[src/rtl/defuzzifier_div.sv]
// ---------------------------------------------------------------------------
// defuzzifier_div
//   Final defuzzification step: crisp = S_wg / S_w. It uses a restoring
//   divider that produces one quotient bit per cycle (16 bits, MSB first).
//   The quotient is rounded to Q1.15 and also converted to a 0..100 percent
//   value.
//
// Ports
//   clk     in   1  clock, rising edge
//   rst     in   1  asynchronous active-high reset
//   start   in   1  division request, sampled only in IDLE
//   S_w     in  16  sum of rule weights, Q1.15 unsigned
//   S_wg    in  16  weighted sum, Q1.15 unsigned
//   busy    out  1  division iterations in progress
//   done    out  1  one-cycle pulse; y_q15/y_pct/zero_w updated
//   y_q15   out 16  crisp result, Q1.15, 0..32767
//   y_pct   out  8  crisp result in percent, 0..100
//   zero_w  out  1  last result came from S_w == 0
// ---------------------------------------------------------------------------
module defuzzifier_div (
   input  logic        clk,
   input  logic        rst,
   input  logic        start,
   input  logic [15:0] S_w,
   input  logic [15:0] S_wg,
   output logic        busy,
   output logic        done,
   output logic [15:0] y_q15,
   output logic [7:0]  y_pct,
   output logic        zero_w
);

   localparam logic [1:0] ST_IDLE = 2'd0;
   localparam logic [1:0] ST_DIV  = 2'd1;
   localparam logic [1:0] ST_DONE = 2'd2;

   logic [1:0]  state_q, state_d;
   logic [3:0]  cnt_q,   cnt_d;
   logic [16:0] rem_q,   rem_d;
   logic [15:0] quo_q,   quo_d;
   logic [15:0] div_q,   div_d;
   logic        zero_q,  zero_d;   // latched S_w == 0
   logic        sat_q,   sat_d;    // latched S_wg >= S_w (S_w != 0)
   logic        done_q,  done_d;
   logic [15:0] y_q,     y_d;
   logic [7:0]  pct_q,   pct_d;
   logic        zw_q,    zw_d;

   // Datapath
   logic [16:0] rem_sh;
   logic [16:0] rem_sub;
   logic        fits;
   logic [16:0] round17;
   logic [15:0] y_norm;
   logic [15:0] y_res;
   logic [22:0] pct_prod;
   logic [22:0] pct_sh;
   logic [7:0]  pct_res;

   always_comb begin
      // rem_q < div_q always holds, so the MSB shifted out is always 0.
      rem_sh  = rem_q << 1;
      fits    = (rem_sh >= {1'b0, div_q});
      rem_sub = rem_sh - {1'b0, div_q};

      round17 = ({1'b0, quo_q} + 17'd1) >> 1;
      y_norm  = (round17 > 17'd32767) ? 16'd32767 : round17[15:0];

      if (zero_q)
         y_res = '0;
      else if (sat_q)
         y_res = 16'd32767;
      else
         y_res = y_norm;

      pct_prod = ({7'd0, y_res} * 23'd100) + 23'd16384;
      pct_sh   = pct_prod >> 15;
      pct_res  = (pct_sh > 23'd100) ? 8'd100 : pct_sh[7:0];
   end

   // Next-state logic
   always_comb begin
      state_d = state_q;
      cnt_d   = cnt_q;
      rem_d   = rem_q;
      quo_d   = quo_q;
      div_d   = div_q;
      zero_d  = zero_q;
      sat_d   = sat_q;
      done_d  = 1'b0;
      y_d     = y_q;
      pct_d   = pct_q;
      zw_d    = zw_q;

      case (state_q)
         ST_IDLE: begin
            if (start) begin
               div_d  = S_w;
               rem_d  = {1'b0, S_wg};
               quo_d  = '0;
               cnt_d  = '0;
               zero_d = (S_w == 16'd0);
               sat_d  = (S_w != 16'd0) && (S_wg >= S_w);
               // Special-case operands skip the iterations entirely.
               if ((S_w == 16'd0) || (S_wg >= S_w))
                  state_d = ST_DONE;
               else
                  state_d = ST_DIV;
            end
         end
         ST_DIV: begin
            rem_d = fits ? rem_sub : rem_sh;
            quo_d = {quo_q[14:0], fits};
            cnt_d = cnt_q + 4'd1;
            if (cnt_q == 4'd15)
               state_d = ST_DONE;
         end
         ST_DONE: begin
            done_d  = 1'b1;
            y_d     = y_res;
            pct_d   = pct_res;
            zw_d    = zero_q;
            state_d = ST_IDLE;
         end
         default: state_d = ST_IDLE;
      endcase
   end

   always_ff @(posedge clk or posedge rst) begin
      if (rst) begin
         state_q <= ST_IDLE;
         cnt_q   <= '0;
         rem_q   <= '0;
         quo_q   <= '0;
         div_q   <= '0;
         zero_q  <= 1'b0;
         sat_q   <= 1'b0;
         done_q  <= 1'b0;
         y_q     <= '0;
         pct_q   <= '0;
         zw_q    <= 1'b0;
      end else begin
         state_q <= state_d;
         cnt_q   <= cnt_d;
         rem_q   <= rem_d;
         quo_q   <= quo_d;
         div_q   <= div_d;
         zero_q  <= zero_d;
         sat_q   <= sat_d;
         done_q  <= done_d;
         y_q     <= y_d;
         pct_q   <= pct_d;
         zw_q    <= zw_d;
      end
   end

   assign busy   = (state_q == ST_DIV);
   assign done   = done_q;
   assign y_q15  = y_q;
   assign y_pct  = pct_q;
   assign zero_w = zw_q;

endmodule

[config.mk]
export PLATFORM = sky130hd
export DESIGN_NAME = defuzzifier_div
export DESIGN_NICKNAME = d
export VERILOG_FILES = /design/src/rtl/defuzzifier_div.sv
export SDC_FILE = /design/constraint.sdc
export NUM_CORES = 1
export LEC_CHECK = 0
export ABC_AREA = 1
export CAP_MARGIN = 20
export CORE_MARGIN = 8
export CORE_UTILIZATION = 30
export CTS_BUF_LIST = sky130_fd_sc_hd__clkbuf_16
export DETAILED_ROUTE_END_ITERATION = 12
export HOLD_SLACK_MARGIN = 0.03
export SLEW_MARGIN = 40
export SYNTH_ARGS = -nofsm -noshare
export SYNTH_HDL_FRONTEND = slang
export SYNTH_SLANG_ARGS = --single-unit
[constraint.sdc]
create_clock -name clk -period 10.1 [get_ports clk]
set_input_delay 2.02 -clock clk [delete_from_list [all_inputs] [get_ports clk]]
set_output_delay 2.02 -clock clk [all_outputs]
set_load 0.01 [all_outputs]
==> out/metrics.yaml <==
outcome:
  status: "completed"
synth:
  netlist_instances: 901
  yosys_most_used_dff: "dfrtp_1"
  ys_async_sr_fraction_pct: 100.0
  ys_warn_count: 0
  synth_area_leaders: "dfrtp_1, ha_1, nand2_1"
  synth_edf_count: 0
  synth_largest_area_cell: "dfrtp_1"
  synth_commonest_cells: "nand2_1, inv_1, ha_1"
  yosysSeqAreaShare_pct: 30.26
  syn_area_sq_mm: 0.006782
  synth.most_common_cell: "nand2_1"
  synth_seq_cells: 82
  netlist.area_leader.share_pct: 30.26
  syn_area_per_cell_sq_um: 7.527
  synth.distinct_cells: 43
routing:
  num_vias: 5859
  drtIter0Drc: 218
  firstDrtPassIters: 5
  drc: 0
  drt-total-wl_um: 16370
  drtAntennaViolNets: 0
  vias_per_cell: 4.695
  wire_per_inst_um: 13.12
critical_path:
  rr_worst_depth: 28
  cp-start-kind: "flip-flop"
  critPathSlowestCell: "nor2_1"
  end_kind: "flip-flop"
  cpPeakStageDelay_ps: 580
  crit_top_cell: "nand2_1"
  worstPathMaxFanout: 12
  worst_ep_arrival_time_ps: 5730
  r2r-end: "y_pct[0]"
  r2r_start: "quo_q[0]"
  critical_path_class: "reg2reg"
  ff2ff_setup_slack_ps: 4620
  worstPathRequired_ps: 10340
timing:
  period_share_pct: 54.30
  tns_ps: 0
  setup_viol: 0
  finalHoldViolCount: 0
  min_period_ps: 5484
  slew_viol_final: 0
  finClkSkew_ps: 9.770
  tightest_slew_ps: 766.3
  rsz0062_at_grt: "false"
  slew_headroom_pct: 48.73
  clock.fmax_mhz: 182.3
clock_network:
  cts_sinks: 82
  cts_resized: 0
  cts_buffer_depth: 2
  clockRootBuffer: "clkbuf_16"
  cts_tree: "done"
  cts_buffers: 9
  postCtsSetupRepairBufs: 0
  cts_hold_buf: 0
  insertion_delay_ps: 360
  cts_htree_levels: 3
  clkTransAtPathRegs_ps: 60
floorplan:
  start_util_pct: 30.23
  io_pins: 62
  row_count: 55
  fp.coreArea_sq_mm: 0.02243
  die_h_um: 166.4
  dieWidth_um: 166.4
  die_area_sq_mm: 0.02767
grt:
  grt_pass1_vias: 6167
  grt_util_all_layers_pct: 12.45
  grt_max_degree: 67
  antenna_found_initial: 0
  grt-ovfl-total: 0
  grt_pass1_wl_um: 28970
placed_design:
  dp_hpwl_um: 12840
  place_congestion: 0.8640
  port_buffers: 61
flow_run:
  maxCapViolations: 0
cells_and_area:
  finalNetCount: 1090
  num_antenna_cells: 0
  final_util_pct: 35.76
  final_layout_size_suffix_gt1_share_pct: 6.334
  area_growth_pct: 18.30
  fill_cells: 2371
hold_path:
  whs_endpoint: "y_q15[1]"
  hold_path.class: "reg2reg"
  hold_start: "y_q15[1]"
  hold_depth: 2
## sequential cells by signal, summed over array words and instances, names as in the netlist
name     count
div_q       16
quo_q       16
rem_q       16
y_q15       16
y_pct        8
cnt_q        4
state_q      2
done         1
sat_q        1
zero_q       1
zero_w       1
## metal layers
layer | up-vias | GRT usage, % | wire [um] | part of all wire [%]
li1 | 3059 | - | - | -
met1 | 2697 | 15.63 | 7878 | 48
met2 | 89 | 21.55 | 7797 | 48
met3 | 14 | 2.757 | 545 | 3.3
met4 | 0 | 2.546 | 148 | 0.90
met5 | - | 0 | 0 | 0
## worst max-delay path by stage
stage	startpoint	to	slack, ps	cells past startpoint
3_3_place_gp	quo_q[0]	y_pct[1]	4760	28
2_1_floorplan	quo_q[0]	y_pct[4]	5560	29
3_5_place_dp	quo_q[0]	y_pct[4]	4670	28
5_1_grt	quo_q[0]	y_pct[0]	4170	28
4_1_cts	quo_q[0]	y_pct[0]	4630	28
6_report	quo_q[0]	y_pct[0]	4620	28
## metrics by stage
step                hold slack (ps)  area, sq um  setup WS, ps  instances
floorplan                     445.8         6785          5561        902
global placement              463.3         7715          4758       1232
detailed placement            469.5         7719          4666       1232
CTS                           484.1         8020          4626       1248
global route                  516.1         8023          4166       1248
finish                        480.9         8023          4616       1248
## cells by family (layout without fill, tap and decap cells)
| family | count (synthesis) | count (layout) | share of synthesized area [%] |
|---|---|---|---|
| AO/OA/AOI/OAI | 183 | 183 | 14.65 |
| XOR/XNOR | 25 | 25 | 3.229 |
| adder cells (fa/ha/maj) | 97 | 97 | 19.11 |
| buffers and inverters | 163 | 224 | 9.041 |
| flip-flops | 82 | 82 | 30.26 |
| multiplexers | 4 | 4 | 0.5904 |
| other | 2 | 3 | 0.1107 |
| AND/OR/NAND/NOR | 345 | 345 | 23.01 |
## layout make-up
cell class	instances	area, sq um	area share, %
Clock buffer	9	225.2	2.807
Multi-Input combinational cell	657	4123	51.39
Sequential cell	82	2052	25.58
Clock inverter	7	76.32	0.9513
Tap cell	285	356.6	4.445
Inverter	141	530.5	6.613
Timing Repair Buffer	67	659.4	8.219
## cells in the final DEF, fill, tap and decap left out, types with 3 or more instances in the layout
| cell | n |
|---|---|
| inv_2 | 3 |
| xnor2_1 | 6 |
| dfrtp_1 | 82 |
| o21ai_0 | 72 |
| fa_1 | 11 |
| clkdlybuf4s50_1 | 61 |
| ha_1 | 86 |
| nand4_1 | 8 |
| nor4_1 | 5 |
| a21oi_1 | 66 |
| nor2_2 | 8 |
| xor2_1 | 19 |
| o21ai_1 | 6 |
| a31oi_1 | 4 |
| mux2i_1 | 4 |
| buf_4 | 5 |
| o22ai_1 | 16 |
| nand2_2 | 11 |
| clkbuf_16 | 9 |
| nor2_1 | 70 |
| nand2_1 | 179 |
| o21bai_1 | 4 |
| inv_1 | 136 |
| nand3_1 | 34 |
| a21o_1 | 4 |
| conb_1 | 3 |
| nand3_2 | 6 |
| nor3_1 | 12 |
| or2_2 | 3 |
## critical path: cells and delay by family, from the launching register on
family	cells	cell delay, ps
adders and majority gates	6	2000
and+or+nand+nor	15	1790
AOI/OAI and AO/OA	4	990
DFF	1	390
buffers and inverters	3	200
Power is left out: the tool's default activity adds up to more than one toggle a clock period on the data nets, which glitch-free logic cannot reach.
